File: src/rtl/imm_pkg.sv
// ----------------------------------------------------------------------------
// imm_pkg
// Shared definitions for the pipelined immediate generator.
//   - FMT_R..FMT_J : bit positions of the one-hot instruction format vector
//   - state_e      : occupancy state of the two-entry skid pipeline
//   - sext_to      : widen a 32-bit immediate to the configured XLEN
// Optional build macro used by the files importing this package:
//   IMM_FORMAT_CHECK_EN - adds the registered o_fmt_err flag on imm_gen_pipe
// ----------------------------------------------------------------------------
package imm_pkg;

    // Bit index of each format inside i_format. Lower index has priority.
    localparam int unsigned FMT_R = 0;
    localparam int unsigned FMT_I = 1;
    localparam int unsigned FMT_S = 2;
    localparam int unsigned FMT_B = 3;
    localparam int unsigned FMT_U = 4;
    localparam int unsigned FMT_J = 5;
    localparam int unsigned FMT_W = 6;

    // EMPTY: no beat held. ONE: output register valid. FULL: output and skid valid.
    typedef enum logic [1:0] {
        EMPTY = 2'd0,
        ONE   = 2'd1,
        FULL  = 2'd2
    } state_e;

    // Widen a 32-bit immediate to 64 bits. With xlen == 64 the upper word is a
    // copy of bit 31; with xlen == 32 it is zero and the caller keeps [31:0].
    function automatic logic [63:0] sext_to(input logic [31:0] imm, input int unsigned xlen);
        logic [63:0] wide;
        if (xlen == 64) begin
            wide = {{32{imm[31]}}, imm};
        end else begin
            wide = {32'h0, imm};
        end
        return wide;
    endfunction

endpackage : imm_pkg

File: src/rtl/imm_extract.sv
// ----------------------------------------------------------------------------
// imm_extract
// Combinational immediate decoder for RV32/RV64 base instruction formats.
// The lowest set bit of i_format selects the format (R>I>S>B>U>J). R-type and
// an all-zero format both produce zero.
// Ports:
//   i_inst      in  32    instruction word
//   i_format    in  6     one-hot format: [0]R [1]I [2]S [3]B [4]U [5]J
//   o_immediate out XLEN  sign-extended immediate
// ----------------------------------------------------------------------------
module imm_extract
    import imm_pkg::*;
#(
    parameter int unsigned XLEN = 32
) (
    input  logic [31:0]       i_inst,
    input  logic [FMT_W-1:0]  i_format,
    output logic [XLEN-1:0]   o_immediate
);

    logic [31:0] w_imm_i;
    logic [31:0] w_imm_s;
    logic [31:0] w_imm_b;
    logic [31:0] w_imm_u;
    logic [31:0] w_imm_j;
    logic [31:0] w_imm32;
    logic [63:0] w_imm64;
    logic        w_sign;

    assign w_sign  = i_inst[31];

    assign w_imm_i = {{20{w_sign}}, i_inst[31:20]};
    assign w_imm_s = {{20{w_sign}}, i_inst[31:25], i_inst[11:7]};
    assign w_imm_b = {{19{w_sign}}, i_inst[31], i_inst[7], i_inst[30:25], i_inst[11:8], 1'b0};
    assign w_imm_u = {i_inst[31:12], 12'h000};
    assign w_imm_j = {{11{w_sign}}, i_inst[31], i_inst[19:12], i_inst[20], i_inst[30:21],
                      1'b0};

    // Priority chain rather than a parallel case so that multi-hot formats
    // still resolve deterministically to the lowest set bit.
    always_comb begin
        w_imm32 = 32'h0;
        if (i_format[FMT_R]) begin
            w_imm32 = 32'h0;
        end else if (i_format[FMT_I]) begin
            w_imm32 = w_imm_i;
        end else if (i_format[FMT_S]) begin
            w_imm32 = w_imm_s;
        end else if (i_format[FMT_B]) begin
            w_imm32 = w_imm_b;
        end else if (i_format[FMT_U]) begin
            w_imm32 = w_imm_u;
        end else if (i_format[FMT_J]) begin
            w_imm32 = w_imm_j;
        end
    end

    assign w_imm64     = sext_to(w_imm32, XLEN);
    assign o_immediate = w_imm64[XLEN-1:0];

    // Opcode bits never feed an immediate; upper word is dropped when XLEN=32.
    logic w_unused_bits;
    assign w_unused_bits = ^{i_inst[6:0], w_imm64};

endmodule : imm_extract

File: src/rtl/imm_gen_pipe.sv
// ----------------------------------------------------------------------------
// imm_gen_pipe
// Registered immediate generator with a two-entry valid/ready skid pipeline.
// The immediate is decoded once on the input side, so both the output register
// and the skid register hold finished immediates together with their tag.
// A beat accepted in cycle N is presented with o_valid=1 in cycle N+1.
// Parameters:
//   XLEN   immediate width, 32 or 64
//   TAG_W  sideband tag width (>= 1)
// Ports:
//   i_clk       in  1      clock
//   i_rst       in  1      synchronous reset, active-high
//   i_valid     in  1      upstream beat valid
//   o_ready     out 1      block can accept a beat (low only when both entries full)
//   i_inst      in  32     instruction word
//   i_format    in  6      one-hot format: [0]R [1]I [2]S [3]B [4]U [5]J
//   i_tag       in  TAG_W  sideband carried with the beat
//   o_valid     out 1      output beat valid
//   i_ready     in  1      downstream accepts the beat
//   o_immediate out XLEN   sign-extended immediate
//   o_tag       out TAG_W  tag of the output beat
//   o_fmt_err   out 1      only with IMM_FORMAT_CHECK_EN: format was not one-hot
// Build macro: IMM_FORMAT_CHECK_EN enables the o_fmt_err port and its logic.
// ----------------------------------------------------------------------------
module imm_gen_pipe
    import imm_pkg::*;
#(
    parameter int unsigned XLEN  = 32,
    parameter int unsigned TAG_W = 32
) (
    input  logic              i_clk,
    input  logic              i_rst,
    input  logic              i_valid,
    output logic              o_ready,
    input  logic [31:0]       i_inst,
    input  logic [FMT_W-1:0]  i_format,
    input  logic [TAG_W-1:0]  i_tag,
    output logic              o_valid,
    input  logic              i_ready,
    output logic [XLEN-1:0]   o_immediate,
    output logic [TAG_W-1:0]  o_tag
`ifdef IMM_FORMAT_CHECK_EN
    ,
    output logic              o_fmt_err
`endif
);

    if (XLEN != 32 && XLEN != 64) begin : g_bad_xlen
        $fatal(1, "imm_gen_pipe: XLEN must be 32 or 64");
    end
    if (TAG_W < 1) begin : g_bad_tag_w
        $fatal(1, "imm_gen_pipe: TAG_W must be at least 1");
    end

    // ------------------------------------------------------------------------
    // Input-side decode
    // ------------------------------------------------------------------------
    logic [XLEN-1:0] w_in_imm;

    imm_extract #(
        .XLEN (XLEN)
    ) u_imm_extract (
        .i_inst      (i_inst),
        .i_format    (i_format),
        .o_immediate (w_in_imm)
    );

`ifdef IMM_FORMAT_CHECK_EN
    logic w_in_err;
    // Zero bits set, or more than one bit set (x & (x-1) clears the lowest one).
    assign w_in_err = (i_format == '0) ||
                      ((i_format & (i_format - FMT_W'(1))) != '0);
`endif

    // ------------------------------------------------------------------------
    // State and storage
    // ------------------------------------------------------------------------
    state_e           r_state;
    state_e           w_state_nxt;

    logic [XLEN-1:0]  r_out_imm;
    logic [XLEN-1:0]  w_out_imm_nxt;
    logic [TAG_W-1:0] r_out_tag;
    logic [TAG_W-1:0] w_out_tag_nxt;
    logic [XLEN-1:0]  r_skid_imm;
    logic [XLEN-1:0]  w_skid_imm_nxt;
    logic [TAG_W-1:0] r_skid_tag;
    logic [TAG_W-1:0] w_skid_tag_nxt;
`ifdef IMM_FORMAT_CHECK_EN
    logic             r_out_err;
    logic             w_out_err_nxt;
    logic             r_skid_err;
    logic             w_skid_err_nxt;
`endif

    logic w_accept;
    logic w_emit;

    // Handshake outputs depend on state only, never on i_valid / i_ready.
    assign o_ready  = (r_state != FULL);
    assign o_valid  = (r_state != EMPTY);
    assign w_accept = i_valid && o_ready;
    assign w_emit   = o_valid && i_ready;

    always_comb begin
        w_state_nxt    = r_state;
        w_out_imm_nxt  = r_out_imm;
        w_out_tag_nxt  = r_out_tag;
        w_skid_imm_nxt = r_skid_imm;
        w_skid_tag_nxt = r_skid_tag;
`ifdef IMM_FORMAT_CHECK_EN
        w_out_err_nxt  = r_out_err;
        w_skid_err_nxt = r_skid_err;
`endif
        unique case (r_state)
            EMPTY: begin
                if (w_accept) begin
                    w_state_nxt   = ONE;
                    w_out_imm_nxt = w_in_imm;
                    w_out_tag_nxt = i_tag;
`ifdef IMM_FORMAT_CHECK_EN
                    w_out_err_nxt = w_in_err;
`endif
                end
            end
            ONE: begin
                if (w_accept && !w_emit) begin
                    // Output is stalled: park the new beat behind it.
                    w_state_nxt    = FULL;
                    w_skid_imm_nxt = w_in_imm;
                    w_skid_tag_nxt = i_tag;
`ifdef IMM_FORMAT_CHECK_EN
                    w_skid_err_nxt = w_in_err;
`endif
                end else if (w_accept && w_emit) begin
                    w_out_imm_nxt = w_in_imm;
                    w_out_tag_nxt = i_tag;
`ifdef IMM_FORMAT_CHECK_EN
                    w_out_err_nxt = w_in_err;
`endif
                end else if (w_emit) begin
                    w_state_nxt = EMPTY;
                end
            end
            FULL: begin
                // o_ready is low here, so only the emit side can move.
                if (w_emit) begin
                    w_state_nxt   = ONE;
                    w_out_imm_nxt = r_skid_imm;
                    w_out_tag_nxt = r_skid_tag;
`ifdef IMM_FORMAT_CHECK_EN
                    w_out_err_nxt = r_skid_err;
`endif
                end
            end
            default: begin
                w_state_nxt = EMPTY;
            end
        endcase
    end

    always_ff @(posedge i_clk) begin
        if (i_rst) begin
            r_state    <= EMPTY;
            r_out_imm  <= '0;
            r_out_tag  <= '0;
            r_skid_imm <= '0;
            r_skid_tag <= '0;
`ifdef IMM_FORMAT_CHECK_EN
            r_out_err  <= 1'b0;
            r_skid_err <= 1'b0;
`endif
        end else begin
            r_state    <= w_state_nxt;
            r_out_imm  <= w_out_imm_nxt;
            r_out_tag  <= w_out_tag_nxt;
            r_skid_imm <= w_skid_imm_nxt;
            r_skid_tag <= w_skid_tag_nxt;
`ifdef IMM_FORMAT_CHECK_EN
            r_out_err  <= w_out_err_nxt;
            r_skid_err <= w_skid_err_nxt;
`endif
        end
    end

    assign o_immediate = r_out_imm;
    assign o_tag       = r_out_tag;
`ifdef IMM_FORMAT_CHECK_EN
    assign o_fmt_err   = r_out_err;
`endif

endmodule : imm_gen_pipe

File: config.mk
export PLATFORM = sky130hd
export DESIGN_NAME = imm_gen_pipe
export DESIGN_NICKNAME = d
export VERILOG_FILES = /design/src/rtl/imm_pkg.sv /design/src/rtl/imm_extract.sv /design/src/rtl/imm_gen_pipe.sv
export SDC_FILE = /design/constraint.sdc
export NUM_CORES = 1
export LEC_CHECK = 0
export BUFFER_PORTS_ARGS = -buffer_cell sky130_fd_sc_hd__buf_2
export CAP_MARGIN = 5
export CORE_MARGIN = 5
export CORE_UTILIZATION = 25
export CTS_CLUSTER_DIAMETER = 120
export DETAILED_ROUTE_END_ITERATION = 8
export GPL_ROUTABILITY_DRIVEN = 0
export GPL_TIMING_DRIVEN = 1
export HOLD_SLACK_MARGIN = 0.15
export SYNTH_ARGS = -nofsm -noshare
export SYNTH_HDL_FRONTEND = slang
export SYNTH_SLANG_ARGS = --single-unit
File: constraint.sdc
create_clock -name i_clk -period 1.52 [get_ports i_clk]
set_input_delay 0.228 -clock i_clk [delete_from_list [all_inputs] [get_ports i_clk]]
set_output_delay 0.228 -clock i_clk [all_outputs]
set_load 0.01 [all_outputs]
# After elaboration in Yosys (flattened, before gate mapping)
# Index checks and enable logic that the tools add are counted.
[op_classes] muxes=22 eq_ne=9 reduce_logical=11
[op_table] op="two-way mux 32 bit" n=14
[op_table] op="case mux 32 bit (3 select lines)" n=2
[op_table] op="two-way mux 2 bit" n=5
[op_table] op="!= test 2 bit (second input constant)" n=5
[op_table] op="!= test 3 bit (second input constant)" n=2
[op_table] op="case mux 2 bit (3 select lines)" n=1
[op_table] op="AND reduction 5 bit" n=1
[op_table] op="logical AND 1 bit" n=4
[op_table] op="AND reduction 4 bit" n=1
[op_table] op="nonzero test 3 bit" n=1
[op_table] op="== test 2 x 1 -> 1 bit (second input constant)" n=1
[op_table] op="== test 2 bit (second input constant)" n=1
[op_table] op="logical NOT 2 bit" n=1
[op_table] op="AND reduction 2 bit" n=1
[op_table] op="nonzero test 2 bit" n=1
[op_table] op="logical NOT 1 bit" n=1
[totals] register_bits=130 inputBits=74 out_inout_bits=66 elab_cells=47

# Depth between registers and ports, before layout
[logic_depth] ltp_word=9 ltp_mapped=7 ltp_nobuf=4

# Hierarchy
# Synthesis repeated with hierarchy kept, for this count alone.
[hier_totals] hier_cells=685 area_unflattened_um2=6296.0
[by_module_without_submodules] mod="imm_gen_pipe" n_inst=1 cells_per_inst=593 seq_area_each_um2=2602.5 area_each_um2=5785.5
[by_module_without_submodules] mod="imm_extract" n_inst=1 cells_per_inst=92 seq_area_each_um2=0.0 area_each_um2=510.5

# Worst setup path after synthesis
# No wires, ideal clock.
[synth_path] path_kind="input-to-reg" startpoint="input i_format[3]" endpoint="register r_skid_imm[22]" setup_time_ns=0.059 n_path_buf=3 required_ns=1.461 slack_ns=-0.009 cell_stages=7 arrival_ns=1.471 path_cell_list="or3_1 > buf_6 > a21oi_4 > and2_4 > buf_8 > buf_12 > a22o_1"
[synth_between] elab_chain_cells=4
[synth_lines] item="start, declared" line="imm_gen_pipe.sv:36" rtl="input logic [FMT_W-1:0] i_format,"
[synth_lines] item="two-way mux 32 bit" line="imm_extract.sv:49" rtl="end else if (i_format[FMT_B]) begin"
[synth_lines] item="two-way mux 32 bit" line="imm_extract.sv:47" rtl="end else if (i_format[FMT_S]) begin"
[synth_lines] item="two-way mux 32 bit" line="imm_extract.sv:45" rtl="end else if (i_format[FMT_I]) begin"
[synth_lines] item="two-way mux 32 bit" line="imm_extract.sv:43" rtl="if (i_format[FMT_R]) begin"
[synth_lines] item="end signal, assigned" line="imm_gen_pipe.sv:177" rtl="r_skid_imm <= w_skid_imm_nxt;"
[synth_lines] item="end, declared" line="imm_gen_pipe.sv:85" rtl="logic [XLEN-1:0] r_skid_imm;"
# No other way between the ends.
# A chain may end at the register's enable or synchronous reset.

# Final worst setup path
[layout_path] startpoint="register r_state[1]" endpoint="register r_out_imm[31], in the netlist o_immediate[31]"
[layout_between] elab_chain_cells=6 elab_cells_between_ends=17 classes_between="eq/ne (7); mux (1); reduce/logical (9)"
[layout_lines] item="start, declared" line="imm_gen_pipe.sv:78" rtl="state_e r_state;"
[layout_lines] item="start signal, assigned" line="imm_gen_pipe.sv:174" rtl="r_state <= w_state_nxt;"
[layout_lines] item="nonzero test 2 bit" line="imm_gen_pipe.sv:101" rtl="assign o_valid = (r_state != EMPTY);"
[layout_lines] item="logical AND 1 bit" line="imm_gen_pipe.sv:103" rtl="assign w_emit = o_valid && i_ready;"
[layout_lines] item="logical NOT 1 bit" line="imm_gen_pipe.sv:127" rtl="if (w_accept && !w_emit) begin"
[layout_lines] item="logical AND 1 bit" line="imm_gen_pipe.sv:127"
[layout_lines] item="!= test 2 bit (no source line)"
[layout_lines] item="AND reduction 5 bit (no source line)"
[layout_lines] item="end signal, assigned" line="imm_gen_pipe.sv:175" rtl="r_out_imm <= w_out_imm_nxt;"
[layout_lines] item="end, declared" line="imm_gen_pipe.sv:81" rtl="logic [XLEN-1:0] r_out_imm;"
# Parallel ways exist; a longest one is shown, timed or not.

==> flow_summary_export.csv <==
group,metric,value,unit
sta,crit_share_post_route,104,%
power,leakagePower,3.51,nW
detailed_routing,post-route-drc-count,0,
sta,setup-tns-final,-115,ps
layout,drive_above_1_share,40.0,%
global_routing,antenna_found_initial,0,
status,status,"complete, but fails checks",
clock_network,cts.sink_count,130,
worst_setup_path,worstSetupPathType,"reg2reg",
detailed_routing,dr.pass1.iters,5,
clock_network,cts_made_buffers,17,
synth,syn-mean-instance-area,8.87,sq um
floorplan,die_w,155,um
placed_design,post-place-cells,990,
detailed_routing,detail-route-antenna-nets,0,
layout,final_area,8410,sq um
worst_hold_path,hold_path_depth,4,
sta,setup_viol,6,
status,failed_checks,"setup timing",
worst_hold_path,hold_end,"r_skid_imm[3]",
placed_design,post_detail_place_hpwl,11.1,mm
sta,final_max_slew_viol_count,0,
global_routing,grt_first_pass_wirelength,26.9,mm
floorplan,floorplan.initialDensity,25.2,%
sta,tightestPinTransition,830,ps
worst_setup_path,reg2reg_setup_slack,-60,ps
sta,fin_skew,7.82,ps
layout,post_layout_nonfiller_instances,1095,
worst_setup_path,worst-endpoint-required,1810,ps
layout,antenna_cells,0,
global_routing,groute.usage.overall,14.1,%
floorplan,design.die.area,24000,sq um
synth,post-synth-top-area-cell,"sky130_fd_sc_hd__dfxtp_1",
detailed_routing,first_iter_violations,254,
clock_network,tritoncts,"done",
floorplan,design.core.area,20900,sq um
synth,synth_top_cells_by_count,"sky130_fd_sc_hd__dfxtp_1 (130), sky130_fd_sc_hd__nand2_1 (101), sky130_fd_sc_hd__nor2_1 (68)",
layout,syn2layout_area_growth,59.8,%
synth,area_share_of_the_largest_cell_type_after_synthesis,49.5,%
synth,syn-cell-area,5260,sq um
clock_network,ctsRootBufferMaster,"sky130_fd_sc_hd__clkbuf_16",
sta,final_period_minus_worst_setup_slack,1580,ps
synth,synth_cells,593,
worst_setup_path,worst_ep_arrival_time,1870,ps
placed_design,buffer_ports.inserted,132,
synth,number_of_enable_type_register_cells_in_the_synthesized_netlist,0,
sta,report.final.hold_viol_count,0,
worst_setup_path,worstSetupEndpointType,"register",
detailed_routing,detail_route.wl_per_cell,16.8,um
global_routing,grt_max_degree,58,
worst_hold_path,timing.hold.worst.class,"in2reg",
worst_setup_path,critical_path.reg2reg.endpoint,"o_immediate[31]",
synth,ys_async_sr_fraction,0,%
synth,post_synth_num_cell_types,37,
detailed_routing,via_count_normalized_by_instance_count,4.85,
floorplan,die_outline_height,155,um
clock_network,clk-insertion-delay-late,410,ps
clock_network,clk_pin_slew,50,ps
sta,rsz0062_at_grt,"yes",
worst_setup_path,r2r_start,"r_state[1]",
detailed_routing,drt_wl_total,18.4,mm
clock_network,cts_max_level,4,
power,vdd.ir_drop.worst,662,uV
sta,slew_headroom,44.7,%
synth,postSynthRegisterBits,130,
floorplan,design.portCount,140,
synth,yosys_warnings,0,
sta,layout_setup_ws,-64.7,ps
worst_hold_path,critical_hold_path_startpoint,"i_inst[10]",
layout,layout.nets,885,
global_routing,first_global_vias,5035,
sta,top_achievable_clock_speed,0.631,GHz
global_routing,overflow,0,
synth,seq_area_frac_synth,49.5,%
flow_run,max_cap_viol_count,0,
worst_setup_path,critical_path.max_fanout,7,
detailed_routing,routed-via-count,5311,
synth,synth.top_cells.by_area,"sky130_fd_sc_hd__dfxtp_1 (49%), sky130_fd_sc_hd__a22o_1 (10%), sky130_fd_sc_hd__nand2_1 (7.2%)",
floorplan,rows,53,
worst_setup_path,startpoint_type,"register",
synth,yosysMostFrequentCell,"sky130_fd_sc_hd__dfxtp_1",
power,power.density,1080,nW/um^2
clock_network,maximum_count_of_clock_buffers_along_a_single_path,2,
placed_design,detailed_place.area,6540,sq um
synth,ys_dominant_reg_cell,"sky130_fd_sc_hd__dfxtp_1",
worst_setup_path,r2r.worst_path.cells,8,
synth,synth.net_count,667,
worst max-delay path, stage by stage (launching register included):
cell and delay, ps:
sky130_fd_sc_hd__dfxtp_4 360, sky130_fd_sc_hd__nor2b_4 140, sky130_fd_sc_hd__buf_6 120, sky130_fd_sc_hd__a22o_4 280, sky130_fd_sc_hd__buf_12 160, sky130_fd_sc_hd__clkbuf_16 170
sky130_fd_sc_hd__buf_6 120, sky130_fd_sc_hd__nor2_4 70, sky130_fd_sc_hd__a211oi_2 40
placed cells by master (no fill, tap or decap), types with 14 or more instances in the layout:
master and instances:
sky130_fd_sc_hd__nor2_4 17, sky130_fd_sc_hd__nor2_1 30, sky130_fd_sc_hd__a22o_1 60, sky130_fd_sc_hd__nand2_1 92, sky130_fd_sc_hd__nor2_2 21, sky130_fd_sc_hd__buf_4 35
sky130_fd_sc_hd__nand3_1 20, sky130_fd_sc_hd__dlygate4sd3_1 46, sky130_fd_sc_hd__a311oi_2 14, sky130_fd_sc_hd__buf_12 16, sky130_fd_sc_hd__o21ai_0 21, sky130_fd_sc_hd__clkbuf_16 22
sky130_fd_sc_hd__a211oi_2 18, sky130_fd_sc_hd__buf_2 130, sky130_fd_sc_hd__a311oi_1 25, sky130_fd_sc_hd__dfxtp_1 128
cells by family (layout without fill, tap and decap cells):
logic type / Yosys count / after routing / synth area share, %
compound gates: 182 / 182 / 27.2
buf+inv: 58 / 282 / 5.23
flops: 130 / 130 / 49.5
simple gates: 223 / 226 / 18.0
worst max-delay path by stage:
stage | slack [ps] | to | from
floorplan | 2 | o_tag[10] | r_state[1]
global placement | -160 | r_skid_imm[30] | i_valid
detailed placement | -140 | o_immediate[20] | i_format[3]
CTS | -30 | o_tag[29] | r_state[1]
global route | -100 | o_immediate[31] | r_state[1]
finish | -60 | o_immediate[31] | r_state[1]
metal layers:
metal  global-route usage (%)  vias to the layer above  part of all wire (%)
met2                     23.3                      140                    48
met4                     5.00                        0                   1.6
met3                     3.23                       17                   4.5
li1                         -                     2589                     -
met5                        0                        -                     0
met1                     17.9                     2565                    46
what timing repair did:
item	in CTS	in global routing
endpoints found under the setup margin	104	124
resized for setup	24	108
setup buffers	7	13
gates cloned	4	8
hold buffers	46	0
pin swaps	31	34
endpoints found under the hold margin	78	0
layout make-up:
cell class	instances	area, sq um
Fill cell	2043	12500
Multi-Input combinational cell	408	2850
Sequential cell	130	2610
Timing Repair Buffer	249	2060
Clock buffer	22	464
Tap cell	275	344
Clock inverter	6	60.1
Inverter	5	26.3
state kept, by name, indices dropped and copies added (netlist names):
signal and cells:
r_skid_tag 32, o_immediate 32, o_tag 32, r_skid_imm 32
r_state 2
report_power, final:
| group | total, mW | switching (mW) | internal, mW |
|---|---|---|---|
| clock | 3.73 | 1.44 | 2.29 |
| combinational | 1.64 | 0.828 | 0.808 |
| sequential | 3.73 | 0.126 | 3.61 |
| total | 9.09 | 2.39 | 6.70 |
stage by stage:
stage                     power (mW)  hold slack (ps)  worst slack [ps]  util (%)
after detailed placement        4.97              439              -143      31.3
final                           9.09              210             -64.7      40.2
after global placement          4.96              437              -158      31.3
after floorplan                 4.38              354              2.35         -
after CTS                       8.95              192             -31.4      37.1
after global routing            9.49              217              -102      40.2
Note: power is estimated with default switching activity, not from simulation.
